$ cat src/rtl/lineclear.sv
`default_nettype none
// ============================================================================
//  Module   : lineclear
//  Purpose  : Line-clear and scoring stage. Takes a locked playfield, removes
//             every completely filled row (one row examined per clock),
//             compacts the rows above downward, returns the compacted field
//             and accumulates a saturating score.
//  Ports    :
//    clk           in   system clock, rising-edge active
//    rst           in   asynchronous active-high reset
//    start         in   piece-locked pulse, accepted only while idle
//    new_game      in   synchronous clear of score and results
//    grid_in       in   [ROWS][COLS] playfield, captured on start accept
//    grid_out      out  [ROWS][COLS] compacted playfield from last pass
//    lines_cleared out  rows removed in last pass (saturates at 7)
//    score         out  accumulated score (saturates at all-ones)
//    busy          out  pass in progress
//    done          out  one-cycle pulse when results are updated
//  Revision : 1.0  initial release
// ============================================================================
module lineclear #(
  parameter int ROWS    = 22,
  parameter int COLS    = 10,
  parameter int SCORE_W = 8
) (
  input  logic                           clk,
  input  logic                           rst,
  input  logic                           start,
  input  logic                           new_game,
  input  logic [ROWS-1:0][COLS-1:0]      grid_in,
  output logic [ROWS-1:0][COLS-1:0]      grid_out,
  output logic [2:0]                     lines_cleared,
  output logic [SCORE_W-1:0]             score,
  output logic                           busy,
  output logic                           done
);

  localparam int ROW_W = $clog2(ROWS);

  localparam logic [1:0] ST_IDLE = 2'd0;
  localparam logic [1:0] ST_SCAN = 2'd1;
  localparam logic [1:0] ST_DONE = 2'd2;

  localparam logic [ROW_W-1:0]     LAST_ROW  = ROW_W'(ROWS - 1);
  localparam logic [SCORE_W+3:0]   SCORE_MAX = {4'b0000, {SCORE_W{1'b1}}};

  logic [1:0]                  state;
  logic [1:0]                  state_nxt;
  logic [ROWS-1:0][COLS-1:0]   work;
  logic [ROWS-1:0][COLS-1:0]   work_shifted;
  logic [ROW_W-1:0]            r;
  logic [2:0]                  cnt;
  logic                        row_full;
  logic                        enter_done;
  logic [SCORE_W+3:0]          score_sum;

  // Points awarded for a pass that removed n rows.
  function automatic logic [3:0] pts(input logic [2:0] n);
    case (n)
      3'd0:    pts = 4'd0;
      3'd1:    pts = 4'd1;
      3'd2:    pts = 4'd3;
      3'd3:    pts = 4'd5;
      default: pts = 4'd8;
    endcase
  endfunction

  assign row_full   = &work[r];
  assign enter_done = (state == ST_SCAN) && !row_full && (r == '0);

  // Score is summed with four guard bits so an overflow is visible and can
  // be clamped instead of wrapping.
  assign score_sum  = {4'b0000, score} + {{SCORE_W{1'b0}}, pts(cnt)};

  // Remove row r: every row at or above it drops by one and an empty row
  // enters at the top. Rows below r keep their contents.
  always_comb begin
    work_shifted = work;
    for (int k = ROWS - 1; k >= 1; k--) begin
      if (k <= int'(r)) begin
        work_shifted[k] = work[k-1];
      end
    end
    work_shifted[0] = '0;
  end

  // ---------------------------------------------------------------- state reg
  always_ff @(posedge clk or posedge rst) begin
    if (rst) begin
      state <= ST_IDLE;
    end else begin
      state <= state_nxt;
    end
  end

  // --------------------------------------------------------------- next state
  always_comb begin
    state_nxt = state;
    case (state)
      ST_IDLE: if (start)      state_nxt = ST_SCAN;
      ST_SCAN: if (enter_done) state_nxt = ST_DONE;
      ST_DONE:                 state_nxt = ST_IDLE;
      default:                 state_nxt = ST_IDLE;
    endcase
    if (new_game) begin
      state_nxt = ST_IDLE;
    end
  end

  // ------------------------------------------------------------ state outputs
  always_comb begin
    busy = (state != ST_IDLE);
    done = (state == ST_DONE);
  end

  // ----------------------------------------------------------------- datapath
  always_ff @(posedge clk or posedge rst) begin
    if (rst) begin
      work          <= '0;
      r             <= '0;
      cnt           <= '0;
      grid_out      <= '0;
      lines_cleared <= '0;
      score         <= '0;
    end else if (new_game) begin
      work          <= '0;
      r             <= '0;
      cnt           <= '0;
      grid_out      <= '0;
      lines_cleared <= '0;
      score         <= '0;
    end else begin
      case (state)
        ST_IDLE: begin
          if (start) begin
            work <= grid_in;
            r    <= LAST_ROW;
            cnt  <= '0;
          end
        end
        ST_SCAN: begin
          if (row_full) begin
            // r stays put: the row just shifted into position r is re-checked.
            work <= work_shifted;
            cnt  <= (cnt == 3'd7) ? 3'd7 : cnt + 3'd1;
          end else if (r != '0) begin
            r <= r - ROW_W'(1);
          end else begin
            grid_out      <= work;
            lines_cleared <= cnt;
            score         <= (score_sum > SCORE_MAX) ? {SCORE_W{1'b1}}
                                                     : score_sum[SCORE_W-1:0];
          end
        end
        default: ;
      endcase
    end
  end

endmodule
`default_nettype wire

$ cat config.mk
export PLATFORM = sky130hd
export DESIGN_NAME = lineclear
export DESIGN_NICKNAME = d
export VERILOG_FILES = /design/src/rtl/lineclear.sv
export SDC_FILE = /design/constraint.sdc
export NUM_CORES = 1
export LEC_CHECK = 0
export BUFFER_PORTS_ARGS = -buffer_cell sky130_fd_sc_hd__buf_2
export CAP_MARGIN = 20
export CORE_MARGIN = 5
export CORE_UTILIZATION = 56
export CTS_CLUSTER_DIAMETER = 200
export DETAILED_ROUTE_END_ITERATION = 12
export HOLD_SLACK_MARGIN = 0.12
export MAX_ROUTING_LAYER = met4
export PLACE_DENSITY = 0.77
export SLEW_MARGIN = 20
export SYNTH_ARGS = -nofsm -noshare
export SYNTH_HDL_FRONTEND = slang
export SYNTH_SLANG_ARGS = --single-unit
export TNS_END_PERCENT = 50
$ cat constraint.sdc
create_clock -name clk -period 17.6 [get_ports clk]
set_clock_uncertainty 0.2 [all_clocks]
set_input_delay 0.88 -clock clk [delete_from_list [all_inputs] [get_ports clk]]
set_output_delay 0.88 -clock clk [all_outputs]
set_load 0.01 [all_outputs]
Word level (Yosys, flattened, before mapping). Index checks and enable logic that the tools add are counted.

Add/sub/neg operators: 3. $lt $le $gt $ge: 23. Equal/unequal tests: 34. Multiplexer cells: 55. Reduce and logical (&&, ||, !) cells: 36.

Operators by type and width (count): $mux W220 (7); $pmux W220 S2 (1); $mux W10 (22); $reduce_and A4 Y1 (22); $ne A3 B2 Y1 const B (22); $bmux W10 S5 (1); $le A4 B5 Y1 const A (8); $mux W8 (5); $le A5 B5 Y1 const A (6); $mux W3 (8); $le A3 B5 Y1 const A (4); $mux W5 (4); $pmux W4 S4 (1); $ne A3 B3 Y1 const B (4); $le A2 B5 Y1 const A (2); $pmux W5 S2 (1); $reduce_and A10 Y1 (1); $add A8 B4 Y9 (1); $gt A9 B8 Y1 const B (1); $eq A3 B2 Y1 const B (2); $lt A5 B6 Y1 const B (1); $mux W2 (3); $pmux W3 S2 (1); $reduce_and A3 Y1 (2); 18 further kinds (21).

Register bits after elaboration: 461. Input bits: 224. Output and inout bits: 233. Logic and storage cells: 200.

Logic depth before layout (Yosys ltp).
Depth after elaboration: 9. Mapped depth: 14. Depth with buffers taken out: 14.

Worst setup path before layout. Ideal clock, no wire load.

Path kind: reg-to-reg. From: register r[0]. To: register work[200] (netlist name). Library setup time: 0.125 ns. Data arrival time: 2.815 ns. Data required time: 17.275 ns. Path slack: 14.461 ns. Cell stages (with the launch flop): 11. Path buffers: 3. Period minus slack after synthesis: 3.139 ns. Cell sequence: dfrtp_1 -> buf_2 -> buf_4 -> buf_4 -> inv_1 -> ha_1 -> nor3_1 -> a21oi_1 -> or4_1 -> a41oi_2 -> mux2_2.

Longest elaborated chain between the ends: 5. Elaborated cells between the ends (all ways): 7. Those cells by class: order compare (1); eq/ne (2); mux (2); reduce/logical (2).

Ends and longest elaborated chain: start, declared (RTL line 51) `logic [ROW_W-1:0] r;`; start signal, assigned (RTL line 147) `r <= r - ROW_W'(1);`; $bmux W10 S5 (RTL line 68) `assign row_full = &work[r];`; $mux W10 (implied by the code) (RTL line 68); $reduce_and A10 Y1 (RTL line 68); $ne A3 B3 Y1 (no source line); $reduce_and A4 Y1 (no source line) (*); end signal, assigned (RTL line 136) `work <= grid_in;`; end signal, assigned (RTL line 144) `work <= work_shifted;`; end, declared (RTL line 49) `logic [ROWS-1:0][COLS-1:0] work;`.

Every way passes the cells marked *; elsewhere a longest branch is shown, timed or not. The select of a mux whose other input is x is not followed. A chain may end at the register's enable or synchronous reset.

Final worst setup path.
From: register r[0]. To: register score[4].

Longest elaborated chain between the ends: 5. Elaborated cells between the ends (all ways): 7. Those cells by class: eq/ne (2); mux (2); reduce/logical (3).

Ends and longest elaborated chain: $bmux W10 S5 (RTL line 68); $mux W10 (implied by the code) (RTL line 68); $reduce_and A10 Y1 (RTL line 68); $ne A2 B2 Y1 (no source line); $reduce_and A3 Y1 (no source line) (*); end signal, assigned (RTL line 151) `score <= (score_sum > SCORE_MAX) ? {SCORE_W{1'b1}}`; end, declared (RTL line 33) `output logic [SCORE_W-1:0] score,`.

Marked as above.

==> metrics <==
final-layout fill cell count=3228; Clock H-tree levels=2; primary flip-flop cell chosen by synthesis mapping=dfrtp_1; max-slew violation total from the final report=0; crit path kind=register to register; net switching power figure=875 uW; dominant delay contributor by cell family on the critical path=buffers and inverters; commonest non-fill, non-tap cell in the layout=dfrtp_1; power density over the cells=approximately 110 nW/um^2; core area=40900 um^2; Clk Latency, worst-skew pair=600 ps; global-route wire length before repair=between 100 and 150 mm; largest incremental delay on the critical path=about 1100 ps; slack of the worst reg-to-reg path=~12000 ps; Die X=~210 um; unrepaired setup endpoints after global routing=false; post-DP HPWL=roughly 54 mm; Final setup viols=0; r2r startpoint=r[0]; Post-CTS Hold Fix Bufs=0; wire length per cell after detailed routing=24.2 um; number of warnings issued by yosys=0; pin count of the biggest net entering global routing=between 100 and 150; combinational power share=17.7%; worst hold path type=input port to async pin; antenna violations before repair=3; number of sinks on the clock net=between 400 and 500; number of max-cap violations=0; DIE AREA=45500 um^2; result of the run=finished, final reports clean; final wirelength=around 77 mm; R2R cell count=11; via count of the first global-routing pass=19500; data arrival time at the worst-slack endpoint=6210 ps; Clk pwr share=between 30% and 40%; required time of the worst setup path=17890 ps; area growth from synthesis to layout=18.1%; number of distinct library cell variants in the gate-level netlist after synthesis=70; critical path endpoint category=register; maximum fanout along the worst path=76; cell internal pwr=2020 uW; Die Ht=approximately 210 um; total overflow reported by the global router=0; leak pwr=around 0.015 uW; sum of negative setup slack=0 ps; measured slew at the worst slew-check pin=1130 ps; remaining antenna violation count after routing=0; first element of the critical path=r[0]; number of vias after detailed routing=~20000; highest ir drop seen on vdd=around 0.073 mV; shortest clock period the worst path allows after layout=just under 6000 ps; number of design rule violations left after detail routing=0; Netlist Area Pre-Place=23200 um^2; startpoint class of the critical path=register; TritonCTS buffer count=between 40 and 50; Post-synth EDFFs=0; proportion of layout cells with a drive suffix above 1=26.0%; FMAX=about 170 MHz; net count after synthesis=roughly 2500; Final Power=2890 uW; fraction of synthesis flops using an asynchronous set or reset pin=100%; utilization after layout=66.8%; # nets final=2854; deepest clock path buffer count=3; GRT Util Overall=33.9%; post-synthesis sequential element count=~460; # port buffers=456; highest-count cells in the layout ignoring fill and taps=dfrtp_1, buf_2, nand2_1; number of top-level pins=457; Slowest-stage cell, CP=dfrtp_4; starting utilization of the core area=between 50 and 60%; Seq/Total Area, Yosys=49.8%; count of buffers added by post-CTS timing repair for setup=0; Min Hold Slack=about 240 ps; number of detailed-routing iterations run before antenna repair=8; gpl congestion=0.920; Top cell by count, worst path=buf_4; end point of the critical path=score[4]; cells along the critical path=buf_4 -> mux2i_1 -> o22ai_1 -> o21ai_0 -> o211ai_1 -> o2111ai_2 -> o31ai_4 -> buf_4 -> buf_6 -> nor2_1 -> o221a_2; number of placement rows=74; Reg2Reg Capture Point=score[4]; CTS tree=built; Mean Syn Cell Area=10.3 um^2; Clock Root Buffer=clkbuf_16; final clock period utilization by the worst path=33.6%; Critical path buffers and inverters=3; part of the total power dissipated in sequential elements=roughly 44%; number of stages on the worst setup path=11; number of failing hold endpoints at the final stage=0; clock transition time at the flip-flop clock pins of the worst setup and hold paths=60 ps; number of resized instances in the post-cts repair step=0; Sw Ratio=30.2%; initial detailed-routing violation count=between 2000 and 2500; post-synthesis cell count=2243; Slew Limit Headroom=between 20% and 30%; per-cell via count in the routed design=roughly 6.2
==> cells in the mapped netlist (all sizes together), types with 11 or more instances <==
cell     number  area (um^2)
dfrtp       461        11500
nand2       387         1510
mux2i       323         3230
nor2        251          942
a21oi       193          966
mux2        170         1910
clkbuf       99          372
buf          60          373
o22ai        40          250
o2bb2ai      40          350
o21ai        34          178
a22oi        30          225
ha           12          150
inv          11         41.3
o211ai       11         82.6
==> power groups by stage <==
stage	sequential (uW)	combinational, uW	clock (uW)
2_1_floorplan	1230	363	0
3_3_place_gp	1300	495	0
3_5_place_dp	1300	505	0
4_1_cts	1280	509	1110
5_1_grt	1290	553	1150
6_report	1280	511	1100
==> sequential cells by signal, indices dropped and copies added, names as in the netlist <==
signal	count
grid_out	220
r	5
cnt	3
lines_cleared	3
score	8
state	2
work	220
==> logic make-up after synthesis <==
logic type / Yosys count / synth area share [%]
fa+ha+maj: 13 / 0.735
flops: 461 / 49.8
mux: 498 / 22.7
xor+xnor: 2 / 0.0756
simple gates: 701 / 12.4
compound gates: 397 / 10.9
buf+inv: 171 / 3.41
==> layout make-up <==
cell class | instances | area [um^2] | share of cell area [%]
clock buffers | 72 | 1470 | 5.36
clock inverters | 15 | 241 | 0.883
multi-input cells | 1611 | 10900 | 39.8
repair buffers | 482 | 2500 | 9.15
inverters | 12 | 52.6 | 0.192
flip-flops and latches | 461 | 11500 | 42.2
well taps | 532 | 666 | 2.43
diodes | 3 | 7.51 | 0.0274
==> per-layer routing <==
layer  wire length [um]  up-vias  part of all wire (%)  global-route usage, %
met1              31100     9820                    40                   46.7
met3               6990      193                   9.0                   5.78
met5                  0        -                     0                      -
li1                   -     8586                     -                      -
met2              35800     1052                    46                   51.0
met4               3300        0                   4.3                   13.2
==> worst min-delay path by stage <==
| stage | endpoint | slack [ps] | cells after the start |
|---|---|---|---|
| 5_1_grt | grid_out[193] | 300 | 2 |
| 3_3_place_gp | work[213] | 290 | 1 |
| 2_1_floorplan | work[212] | 270 | 1 |
| 4_1_cts | work[195] | 250 | 2 |
| 3_5_place_dp | work[216] | 300 | 1 |
| 6_report | grid_out[198] | 240 | 2 |
==> through the flow <==
| step | worst slack, ps | cell area, um^2 | std cells |
|---|---|---|---|
| global placement | 11600 | 25600 | 3097 |
| global route | 11530 | 27400 | 3188 |
| CTS | 11530 | 27300 | 3184 |
| floorplan | 3670 | 23200 | 2243 |
| finish | 11680 | 27400 | 3188 |
| detailed placement | 11470 | 25600 | 3097 |
No activity file was read; power rests on OpenSTA's default activity.
